### config.mk
export PLATFORM = sky130hd
export DESIGN_NAME = gate_eval_bist
export DESIGN_NICKNAME = d
export VERILOG_FILES = /design/src/rtl/gate_eval_pkg.sv /design/src/rtl/gate_eval_bist_lfsr_misr16.sv /design/src/rtl/gate_eval_bist.sv
export SDC_FILE = /design/constraint.sdc
export NUM_CORES = 1
export LEC_CHECK = 0
export BUFFER_PORTS_ARGS = -buffer_cell sky130_fd_sc_hd__buf_4
export CORE_MARGIN = 2
export CORE_UTILIZATION = 45
export DETAILED_ROUTE_END_ITERATION = 7
export PLACE_DENSITY_LB_ADDON = 0.05
export SLEW_MARGIN = 30
export SYNTH_ARGS = -nofsm -noshare
export SYNTH_HDL_FRONTEND = slang
export SYNTH_SLANG_ARGS = --single-unit
### constraint.sdc
create_clock -name clk -period 5.1 [get_ports clk]
set_input_delay 0.255 -clock clk [delete_from_list [all_inputs] [get_ports clk]]
set_output_delay 0.255 -clock clk [all_outputs]
set_load 0.05 [all_outputs]
### src/rtl/gate_eval_pkg.sv
// Shared types, constants and the channel function for the gate_eval BIST slice.
package gate_eval_pkg;

    localparam int unsigned SIG_W    = 16;
    localparam logic [15:0] TAP_MASK = 16'hB400;

    typedef enum logic [1:0] {
        IDLE  = 2'd0,
        RUN   = 2'd1,
        FLUSH = 2'd2,
        DONE  = 2'd3
    } bist_state_t;

    typedef enum logic {
        MODE_GENERATE = 1'b0,
        MODE_COMPACT  = 1'b1
    } lfsr_mode_t;

    function automatic logic chan_fn(input logic a, input logic b,
                                     input logic c, input logic d);
        return (b | c | d) & ~(a & b);
    endfunction

endpackage

### src/rtl/gate_eval_bist_lfsr_misr16.sv
// 16-bit Fibonacci shift register (taps 16,14,13,11): pattern generator or signature compactor.
module lfsr_misr16
    import gate_eval_pkg::*;
#(
    parameter lfsr_mode_t        MODE    = MODE_GENERATE,
    parameter logic [SIG_W-1:0]  RST_VAL = '0
) (
    input  logic             clk,
    input  logic             rst_n,
    input  logic             load,
    input  logic [SIG_W-1:0] load_val,
    input  logic             en,
    input  logic [SIG_W-1:0] data,
    output logic [SIG_W-1:0] q
);

    logic [SIG_W-1:0] shifted;
    logic [SIG_W-1:0] nxt;

    always_comb begin
        shifted = {q[SIG_W-2:0], ^(q & TAP_MASK)};
        nxt     = shifted ^ ((MODE == MODE_COMPACT) ? data : '0);
    end

    always_ff @(posedge clk or negedge rst_n) begin
        if (!rst_n) begin
            q <= RST_VAL;
        end else if (load) begin
            q <= load_val;
        end else if (en) begin
            q <= nxt;
        end
    end

endmodule

### src/rtl/gate_eval_bist.sv
// Registered multi-channel gate cell with LFSR/MISR built-in self-test.
module gate_eval_bist
    import gate_eval_pkg::*;
#(
    parameter int unsigned CH     = 4,
    parameter int unsigned NPAT   = 32,
    parameter logic [15:0] SEED   = 16'hACE1,
    parameter logic [15:0] GOLDEN = 16'h0000
) (
    input  logic          clk,
    input  logic          rst_n,
    input  logic [CH-1:0] one,
    input  logic [CH-1:0] two,
    input  logic [CH-1:0] three,
    input  logic [CH-1:0] four,
    output logic [CH-1:0] eight,
    input  logic          bist_start,
    input  logic          bist_abort,
    output logic          bist_busy,
    output logic          bist_done,
    output logic          bist_pass,
    output logic [15:0]   signature
);

    localparam logic [15:0] LAST = 16'(NPAT - 1);

    bist_state_t state, state_nxt;
    logic [15:0] cnt;
    logic [15:0] lfsr_q, misr_q, eight_ext;
    logic        active, launch, kill, lfsr_en, misr_en;

    always_comb begin
        active  = (state == RUN) || (state == FLUSH);
        // Abort outranks start; start is only honoured from IDLE or DONE.
        launch  = bist_start && !bist_abort && !active;
        kill    = bist_abort && active;
        lfsr_en = (state == RUN) && !bist_abort;
        // First RUN cycle still holds the pre-run response, so it is skipped.
        misr_en = (((state == RUN) && (cnt != 16'd0)) || (state == FLUSH)) && !bist_abort;
    end

    always_comb begin
        state_nxt = state;
        case (state)
            IDLE, DONE: if (launch) state_nxt = RUN;
            RUN: begin
                if (kill)             state_nxt = IDLE;
                else if (cnt == LAST) state_nxt = FLUSH;
            end
            FLUSH: state_nxt = kill ? IDLE : DONE;
            default: state_nxt = IDLE;
        endcase
    end

    always_ff @(posedge clk or negedge rst_n) begin
        if (!rst_n) begin
            state <= IDLE;
            cnt   <= '0;
        end else begin
            state <= state_nxt;
            if (launch)
                cnt <= '0;
            else if (state == RUN)
                cnt <= cnt + 16'd1;
        end
    end

    lfsr_misr16 #(
        .MODE    (MODE_GENERATE),
        .RST_VAL (SEED)
    ) u_lfsr (
        .clk      (clk),
        .rst_n    (rst_n),
        .load     (launch),
        .load_val (SEED),
        .en       (lfsr_en),
        .data     ('0),
        .q        (lfsr_q)
    );

    always_comb begin
        eight_ext         = '0;
        eight_ext[CH-1:0] = eight;
    end

    lfsr_misr16 #(
        .MODE    (MODE_COMPACT),
        .RST_VAL ('0)
    ) u_misr (
        .clk      (clk),
        .rst_n    (rst_n),
        .load     (launch),
        .load_val ('0),
        .en       (misr_en),
        .data     (eight_ext),
        .q        (misr_q)
    );

    for (genvar i = 0; i < CH; i++) begin : g_ch
        localparam int unsigned BASE = (4 * i) % 16;
        logic a, b, c, d, q;

        always_comb begin
            if (state == RUN) begin
                a = lfsr_q[BASE];
                b = lfsr_q[BASE + 1];
                c = lfsr_q[BASE + 2];
                d = lfsr_q[BASE + 3];
            end else begin
                a = one[i];
                b = two[i];
                c = three[i];
                d = four[i];
            end
        end

        always_ff @(posedge clk or negedge rst_n) begin
            if (!rst_n)
                q <= 1'b0;
            else if (state != FLUSH)
                q <= chan_fn(a, b, c, d);
        end

        assign eight[i] = q;
    end

    assign bist_busy = active;
    assign bist_done = (state == DONE);
    assign bist_pass = (state == DONE) && (misr_q == GOLDEN);
    assign signature = misr_q;

endmodule

# Yosys cells after proc, flatten, opt, wreduce, memory -nomap -nowiden

Index checks and enable logic that the tools add are counted.

Flip-flop bits (word level): 54
Logic and storage cells: 85

Add/subtract/negate cells: 1
Equal/unequal tests: 7
Muxes and demuxes: 27
Bitwise logic cells: 21
Reduce and logical (&&, ||, !) cells: 21

Operator list:

| kind                                                                    | number |
|---|---|
| 16-bit 2-to-1 mux                                                       | 6 |
| 16-bit parity                                                           | 2 |
| 16-bit by 1-bit adder with 16-bit output (second input constant)        | 1 |
| 16-bit by 5-bit equality test with 1-bit output (second input constant) | 1 |
| 16-bit logical NOT                                                      | 1 |
| 1-bit 2-to-1 mux                                                        | 16 |
| 16-bit nonzero test                                                     | 1 |
| 16-bit by 4-bit bitwise XOR with 16-bit output                          | 1 |
| 1-bit bitwise AND                                                       | 8 |
| 2-bit 2-to-1 mux                                                        | 4 |
| 1-bit OR                                                                | 8 |
| 1-bit logical AND                                                       | 7 |
| 2-bit case mux with 3 select lines                                      | 1 |
| 2-bit nonzero test                                                      | 3 |
| 2-bit equality test (second input constant)                             | 2 |
| 2-bit != test (second input constant)                                   | 2 |
| 1-bit NOT                                                               | 4 |
| 3-bit by 2-bit != test with 1-bit output (second input constant)        | 1 |
| 2-bit by 1-bit equality test with 1-bit output (second input constant)  | 1 |
| 1-bit logical NOT                                                       | 2 |
| 2-bit logical NOT                                                       | 1 |
| 1-bit logical OR                                                        | 2 |
| 2-bit AND reduction                                                     | 1 |
| 2-bit OR reduction                                                      | 1 |

# Longest topological paths before layout

Gate-level depths: netlist of the first run.

Depth in word-level cells: 6
Depth in mapped cells: 8
Mapped depth without buffers: 6

# Hierarchy

A second synthesis of the first run with hierarchy kept.

Cell total of the unflattened synthesis: 320
Area, all modules: 3076.7 um^2

By module, submodules not included:

| module               | instances | cells an instance | area an instance (um^2) | sequential area each (um^2) |
|---|---|---|---|---|
| gate_eval_bist       | 1         | 159               | 1375.1                  | 550.5 |
| lfsr_misr16 (u_misr) | 1         | 88                | 910.9                   | 400.4 |
| lfsr_misr16 (u_lfsr) | 1         | 73                | 790.8                   | 410.4 |

# Worst setup path after synthesis of the first run

OpenSTA, ideal clock, no wires.

Path kind: register -> register
Start: reg state[0]
End: reg cnt[10]
Library setup time: 132 ps
Data arrival time: 2146 ps
Data required time: 4968 ps
Path slack: 2822 ps
Cell stages (with the launch flop): 8
Path through: dfrtp_1 -> inv_1 -> ha_1 -> inv_1 -> nor3_2 -> clkbuf_1 -> buf_1 -> nor2_1

Longest elaborated chain between the ends: 5
Elaborated cells between the ends (all ways): 7
Classes of those cells: eq/ne: 2; mux: 1; reduce/logical: 4

RTL lines:

| item                                                                                         | line                 | source |
|---|---|---|
| start: declaration                                                                           | gate_eval_bist.sv:27 | `bist_state_t state, state_nxt;` |
| start signal: assignment                                                                     | gate_eval_bist.sv:60 | `state <= state_nxt;` |
| 2-bit by 1-bit equality test with 1-bit output / 2-bit equality test (equally long branches) | gate_eval_bist.sv:33 | `active = (state == RUN) \|\| (state == FLUSH);` |
| 1-bit logical OR (*)                                                                         | gate_eval_bist.sv:33 |  |
| via bist_busy                                                                                | gate_eval_bist.sv:19 | `output logic bist_busy,` |
| 1-bit logical NOT (*)                                                                        | gate_eval_bist.sv:35 | `launch = bist_start && !bist_abort && !active;` |
| 1-bit logical AND (*)                                                                        | gate_eval_bist.sv:35 |  |
| 16-bit 2-to-1 mux / 2-bit nonzero test (equally long branches)                               | n/a                  |  |
| end signal: assignment                                                                       | gate_eval_bist.sv:64 | `cnt <= cnt + 16'd1;` |
| end: declaration                                                                             | gate_eval_bist.sv:28 | `logic [15:0] cnt;` |

The timed path passes the listed nets; every way through them passes the cells marked *.
A chain may end at the register's enable or synchronous reset.

# Final worst setup path of the first run

Start: reg state[1]
End: reg u_misr.q[3]

Longest elaborated chain between the ends: 5
Elaborated cells between the ends (all ways): 10
Classes of those cells: eq/ne: 2; mux: 1; reduce/logical: 7

RTL lines:

| item                                                                                         | line                                       | source |
|---|---|---|
| 2-bit by 1-bit equality test with 1-bit output / 2-bit equality test (equally long branches) | gate_eval_bist.sv:33, gate_eval_bist.sv:39 |  |
| 1-bit logical OR / 1-bit logical AND (equally long branches)                                 | gate_eval_bist.sv:33, gate_eval_bist.sv:39 |  |
| 1-bit logical NOT / 1-bit logical OR (equally long branches)                                 | gate_eval_bist.sv:35, gate_eval_bist.sv:39 |  |
| 1-bit logical AND (on tied branches)                                                         | gate_eval_bist.sv:35, gate_eval_bist.sv:39 |  |
| 16-bit 2-to-1 mux / 2-bit nonzero test (equally long branches)                               | n/a                                        |  |
| end signal: assignment                                                                       | gate_eval_bist_lfsr_misr16.sv:29           | `q <= load_val;` |
| end signal: assignment                                                                       | gate_eval_bist_lfsr_misr16.sv:31           | `q <= nxt;` |
| end: declaration                                                                             | gate_eval_bist_lfsr_misr16.sv:14           | `output logic [SIG_W-1:0] q` |

Several ways; a longest one is shown, not always the timed one.

==> results of run 1 <==
routing by layer:
layer / GRT usage [%] / up-vias / share of wire (%) / wire (um)
li1: - / 1066 / - / -
met1: 26.76 / 1070 / 50 / 2944
met2: 26.39 / 48 / 45 / 2617
met3: 3.678 / 5 / 4.1 / 237
met4: 4.399 / 0 / 0.85 / 50
met5: 0 / - / 0 / 0
cell usage after synthesis (all sizes together):
library cell / number
or2: 1
or4b: 1
dfrtp: 46
mux2: 9
nor3: 12
nand2b: 1
o31ai: 3
nand3: 12
nand2: 32
a21oi: 18
nor2: 23
ha: 6
mux2i: 9
xnor2: 15
o21ai: 5
or4: 5
nor4: 5
o21a: 1
xor2: 5
clkbuf: 9
a22o: 5
and3: 1
nor4b: 2
nand4: 7
o41ai: 1
o211ai: 1
and4: 2
o22ai: 1
a211oi: 8
and2: 3
or3: 3
dfstp: 8
buf: 8
inv: 18
a32o: 1
nor2b: 1
worst register-to-register path: stages, from the launching register on:
cell and delay, ns:
dfrtp_1 0.41, inv_1 0.08, ha_1 0.64, nand2b_1 0.54
o22ai_4 0.71, mux2_2 0.41
registers in the layout, indices dropped and copies added (netlist names):
name and flops:
g_ch.q 4, u_lfsr.q 16, cnt 16, u_misr.q 16, state 2
stage by stage:
stage	hold WS, ns	power, mW	utilization, %	std cells	instance area, um2
after global routing	0.01771	2.326	54.34	397	3274
after CTS	0.002689	2.187	54.34	397	3274
after floorplan	-0.04059	1.630	-	288	2839
final	-0.03490	2.161	54.34	397	3274
after detailed placement	0.3473	1.893	52.57	389	3168
after global placement	0.3462	1.880	52.57	389	3168
power groups by stage:
stage | Sequential (mW) | Combinational, mW | Clock (mW)
6_report | 0.777 | 1.10 | 0.288
5_1_grt | 0.805 | 1.21 | 0.316
4_1_cts | 0.777 | 1.11 | 0.299
3_5_place_dp | 0.785 | 1.11 | 0
3_3_place_gp | 0.785 | 1.10 | 0
2_1_floorplan | 0.929 | 0.702 | 0
worst paths after layout:
kind	endpoint	slack (ns)	cells past startpoint
setup / recovery	u_misr.q[3]	2.20	5
hold / removal	u_misr.q[10]	-0.03	1
setup reg to reg	u_misr.q[3]	2.20	5
hold reg to reg	u_lfsr.q[6]	0.50	2
max in group asynchronous	u_lfsr.q[12]	4.64	1
min in group clk	state[1]	0.33	4
cells by family (layout without fill, tap and decap cells):
logic type | after synthesis | count (layout)
multiplexers | 18 | 18
AO/OA/AOI/OAI | 44 | 44
adder cells (fa/ha/maj) | 6 | 6
XOR/XNOR | 20 | 20
buffers and inverters | 35 | 69
AND/OR/NAND/NOR | 111 | 111
flip-flops | 54 | 54
cell type report:
| class | count | area, um2 | area share [%] |
|---|---|---|---|
| repair buffers | 43 | 322.8 | 9.859 |
| multi-input cells | 199 | 1323 | 40.39 |
| clock buffers | 7 | 76.32 | 2.331 |
| inverters | 18 | 67.56 | 2.063 |
| well taps | 75 | 93.84 | 2.866 |
| clock inverters | 1 | 30.03 | 0.9171 |
| flip-flops and latches | 54 | 1361 | 41.57 |
==> impl_results.md, run 1 <==
* CP top delay family: compound AO/OA/AOI/OAI gates
* Largest area contributor in the netlist: dfrtp_1
* Routed WL per cell at around 15 um
* Worst-skew pair later-pin latency at 0.31 ns
* Via Count at 2189
* Total wire length at approximately 5800 um
* Yosys top cell area share at between 40% and 50%
* Initial core utilization at 47.11%
* DPL Wire Length at between 3000 and 4000 um
* IO buf count at 42
* Postcts setup bufs at 0
* # IOs at 43
* Cts hold-fix bufs at 0
* PD cells at 660.1 nW/um2
* Commonest non-fill, non-tap cell in the layout: dfrtp_1
* Horiz. Die Dim at roughly 83 um
* Multiplexer share of the synthesized area at 7.140%
* Crit path capture type: flip-flop
* TritonCTS Sinks at 54
* Max Slew Vio Count at 0
* Crit Path Category: reg2reg
* CP cell instances: inv_1, ha_1, nand2b_1, o22ai_4, mux2_2
* Cells after synthesis at approximately 290
* Flip-flop and latch count after synthesis at 54
* Critical path arrival at approximately 3.1 ns
* Area grow syn2layout at 15.34%
* Layout Nets at approximately 350
* Core area at roughly 6000 um2
* 1st-iter DRT viols at around 150
* Period utilization at a little under three fifths
* Post-CTS sizing at 0
* Final Setup Violations at 0
* Pint at 1.190 mW
* Buf/Inv on CP at 1
* Diode count at 0
* Violated checks: negative hold slack
* Largest net degree at the start of global routing at 55
* Worst setup margin at about 2.2 ns
* Cts bufs inserted at 5
* Largest cells by area after synthesis: dfrtp_1, dfstp_2, xnor2_1
* Type of origin of the critical path: flip-flop
* Final GP Congestion at roughly 0.78
* Antenna violations before repair at 0
* Sequential-to-total area share from yosys stat at between 40% and 50%
* Net Sw Power at 971.7 uW
* RSZ-0062 raised after global routing: no
* Drt pass-1 iters at 5
* Setup TNS at 0 ns
* CTS tree: done
* Htree depth at 2
* Drc violations at 0
* Status: finished, violations left
* GRT Total Usage at between 15 and 20%
* Vias/cell at 5.514
* RR Startpoint: state[1]
* Worst Tran Pin Value at roughly 0.74 ns
* CP max stage delay at around 0.7 ns
* FILL cells at 572
* Comb pwr share at between 50 and 60%
* Adder-Cell Fraction of Synth Area at ~2.6%
* Final Skew at approximately 0.014 ns
* Hold Path Class: in2async
* Critical path origin: state[1]
* Final min period at around 2.9 ns
* Place WS at about 2.2 ns
* Flop pwr share at between 30% and 40%
* Die ar. at approximately 7000 um2
* Final hold slack at -0.03490 ns
* First-pass GRT wire length at a little over 10000 um
* Final hold vios at 18
* Mapped Nets at 314
* Netlist cell types at between 40 and 50
* Total grt overflow at 0
* Clock Power Share at between 10% and 20%
* Synth Area in Simple Gates at approximately 20%
* Crit Path Max Fanout at 20
* Largest buffer count on any clock path at 2
* CTS root buffer: clkbuf_8
* Max cap viols at 0
* Synthesized area per cell at between 9 and 10 um2
* Antenna-violating nets left at 0
* Reg clk slew, reported paths at roughly 0.1 ns
* Mapped Area at approximately 2800 um2
* Sw Ratio at between 40% and 50%
* Share of cells above drive strength 1 at ~22%
* Largest family of logic cells by synthesized area: simple AND/OR/NAND/NOR gates
* Worst path slowest cell: o22ai_4
* VDD IR max at approximately 0.34 mV
* WP data required at between 5 and 6 ns
* Synth Area in Compound Gates at about a tenth
* Max transition margin at 50.72%
* Num rows at 28
* Xor-xnor portion of the synthesized cell area at between 6 and 7%
* Max Clock Freq at 344.9 MHz
* Leak Pwr at around 1.5 nW
* Number of global-route vias before repair at 2061
* Most frequent cells in the layout: dfrtp_1, buf_4, nand2_1
* Die H at 83.43 um
* Syn. warnings at 0
Power figures use the tool's default switching activity.
==> inputs of run 2 (changes only) <==
--- a/config.mk
+++ b/config.mk
@@ -5,6 +5,7 @@
 export SDC_FILE = /design/constraint.sdc
 export NUM_CORES = 1
 export LEC_CHECK = 0
+export ABC_AREA = 1
 export BUFFER_PORTS_ARGS = -buffer_cell sky130_fd_sc_hd__buf_4
 export CORE_MARGIN = 2
 export CORE_UTILIZATION = 45
==> constraint.sdc (replaced) <==
create_clock -name clk -period 2.64 [get_ports clk]
set_input_delay 0.132 -clock clk [delete_from_list [all_inputs] [get_ports clk]]
set_output_delay 0.132 -clock clk [all_outputs]
set_load 0.05 [all_outputs]
==> run 2 against run 1 <==
The flow now finishes without violations; clock power grew 67%; non-clock buffer count grew 3; sequential power grew 84%; synthesized area grew 3.6%; critical path type unchanged.
==> impl_results.md, run 2 <==
* # IOs at 43 (unchanged)
* 1st-iter DRT viols at 141 (-3.4%)
* VDD IR max at 0.6707 mV (+96%)
* Post-synth top cells: nand2_1, nor2_1, dfrtp_1, inv_1, nand3_1
* Initial core utilization at 46.31% (-0.81 points)
* Period utilization at 76.04% (+19 points)
* CTS root buffer: clkbuf_8
* Syn. warnings at 0 (unchanged)
* Sequential-to-total area share from yosys stat at 46.30% (-1.7 points)
* CTS tree: done
* Final hold vios at 0 (-18)
* Final Setup Violations at 0 (unchanged)
* Async set-reset flop share out of synthesis at 100.0% (unchanged)
* Routed WL per cell at 12.79 um (-13%)
* Largest cells by area after synthesis: dfrtp_1, nand2_1, dfstp_2
* GRT Total Usage at 19.27% (+1.5 points)
* Cells after synthesis at 388 (+35%)
* Leak Pwr at 1.700 nW (+15%)
* Total grt overflow at 0 (unchanged)
* IO buf count at 42 (unchanged)
* Worst-skew pair later-pin latency at 0.32 ns (about the same)
* Antenna violations before repair at 0 (unchanged)
* Diode count at 0 (unchanged)
* Post-synth EDFFs at 0 (unchanged)
* Netlist cell types at 32 (-26%)
* Drc violations at 0 (unchanged)
* Cts bufs inserted at 5 (unchanged)
* Area grow syn2layout at 15.02%
* Most frequent cells in the layout: nand2_1, nor2_1, dfrtp_1
* Commonest non-fill, non-tap cell in the layout: nand2_1
* Final Skew at 0.01009 ns (-0.003586 ns)
* Final GP Congestion at 0.7874 (+0.37%)
* Layout Nets at 453 (+31%)
* Largest buffer count on any clock path at 2 (unchanged)
* Setup TNS at 0 ns (unchanged)
* Max Clock Freq at 498.1 MHz (+44%)
* Number of global-route vias before repair at 2394 (+16%)
* Largest area contributor in the netlist: dfrtp_1
* Crit Path Category: reg2reg
* Via Count at 2553 (+17%)
* Final min period at 2.008 ns (-0.8915 ns)
* Worst Tran Pin Value at 0.7024 ns (-0.03679 ns)
* Final std cells w/o fill at 505 (+27%)
* Flip-flop and latch count after synthesis at 54 (unchanged)
* Biggest regs: cnt x16, u_lfsr.q x16, u_misr.q x16
* Die H at 84.84 um (+1.7%)
* Max cap viols at 0 (unchanged)
* Share of cells above drive strength 1 at 16.36% (-6.0 points)
* Largest net degree at the start of global routing at 55 (unchanged)
* Placed cell count at 496 (+28%)
* PD cells at 1154 nW/um2 (+75%)
* Critical path arrival at 2.22 ns (-0.88 ns)
* WP data required at 2.85 ns (-2.45 ns)
* Place WS at 0.6428 ns (-1.546 ns)
* Synthesized area per cell at 7.578 um2 (-23%)
* Final hold slack at 0.1226 ns (+0.1575 ns)
* Yosys top cell area share at 39.15% (-1.4 points)
* Crit Path Max Fanout at 17 (-15%)
* Num rows at 29 (+3.6%)
* Most common cell in the netlist: nand2_1
* First-pass GRT wire length at 11260 um (+11%)
* Primary FF master, synth: dfrtp_1
* Horiz. Die Dim at 84.84 um (+1.7%)
* RSZ-0062 raised after global routing: no
* Max transition margin at 53.18% (+2.5 points)
* Total wire length at 6457 um (+10%)
* Antenna-violating nets left at 0 (unchanged)
* Vias/cell at 5.055 (-8.3%)
* Worst setup margin at 0.6324 ns (-1.569 ns)
* Max Slew Vio Count at 0 (unchanged)
* Mapped Nets at 414 (+32%)
* Mapped Area at 2940 um2 (+3.6%)
* Crit path capture type: flip-flop
* DPL Wire Length at 4612 um (+15%)
* Reg clk slew, reported paths at 0.11 ns (about the same)
* Hold Path Class: in2reg
* Die ar. at 7197 um2 (+3.4%)
* Drt pass-1 iters at 4 (-1)
* Core area at 6350 um2 (+5.4%)
* Type of origin of the critical path: flip-flop
* Htree depth at 2 (unchanged)
* TritonCTS Sinks at 54 (unchanged)
* Status: finished clean
==> run 2: cell types whose count changed in the layout (fill, tap and decap cells not counted), sizes merged, moves of 9 or more <==
| cell | change |
|---|---|
| inv | +30 |
| mux2 | -9 |
| mux2i | -9 |
| nand2 | +69 |
| nand3 | +23 |
| nor2 | +36 |
| o21ai | +14 |
| xnor2 | -13 |
==> run 2: cells by family (layout without fill, tap and decap cells) <==
logic type / Yosys count / count (layout) / synth area share [%]
fa+ha+maj: 6 / 6 / 2.553
flops: 54 / 54 / 46.30
compound gates: 51 / 51 / 10.04
xor+xnor: 4 / 4 / 1.192
buf+inv: 61 / 101 / 9.149
simple gates: 212 / 212 / 30.77
==> run 2: power breakdown <==
| group | leakage (nW) | internal [mW] | switching [mW] | total, mW |
|---|---|---|---|---|
| logic | 0.963 | 0.659 | 1.33 | 1.99 |
| registers | 0.691 | 1.16 | 0.274 | 1.43 |
| clock network | 0.0458 | 0.193 | 0.289 | 0.482 |
==> run 2: critical path, stage by stage (launching register included) <==
cell,delay [ns]
dfrtp_1,0.41
inv_1,0.06
ha_1,0.35
nand2_2,0.14
nor2_4,0.05
buf_4,0.19
nor2_4,0.34
nand2_4,0.20
nand2_1,0.10
nand2_1,0.05
==> run 2: worst paths after layout <==
kind,startpoint,endpoint,slack [ns],cells past startpoint
setup reg to reg,state[0],u_misr.q[14],0.63,9
min in group asynchronous,rst_n,u_misr.q[7],0.38,2
hold reg to reg,u_lfsr.q[15],u_lfsr.q[15],0.51,2
hold / removal,four[2],g_ch[2].q,0.12,3
max in group asynchronous,rst_n,cnt[12],1.77,2
setup / recovery,state[0],u_misr.q[14],0.63,9
==> run 2: repair_timing <==
action / CTS / global route
hold endpoints to repair: 46 / 0
buffers inserted: 0 / 0
gates resized for setup: 0 / 0
hold buffers: 1 / 0
==> run 2: final cells by class <==
cell class	count	area, um2
fillers	629	2968
flip-flops and latches	54	1361
multi-input cells	273	1310
repair buffers	46	347.8
inverters	47	176.4
well taps	77	96.34
clock buffers	6	72.57
clock inverters	2	17.52
==> run 2: per-stage QoR <==
step / cell area, um2 / power (mW) / util, %
after floorplan: 2940 / 2.953 / -
after global placement: 3282 / 3.430 / 51.68
after detailed placement: 3282 / 3.452 / 51.68
after CTS: 3382 / 3.942 / 53.26
after global routing: 3382 / 4.225 / 53.26
final: 3382 / 3.902 / 53.26
==> run 2: routing by layer <==
| metal | global-route usage [%] | share of wire [%] | vias up |
|---|---|---|---|
| met5 | 0 | 0 | - |
| met4 | 4.762 | 1.1 | 0 |
| met3 | 3.307 | 3.8 | 7 |
| met2 | 31.28 | 47 | 44 |
| met1 | 27.11 | 48 | 1188 |
| li1 | - | - | 1314 |
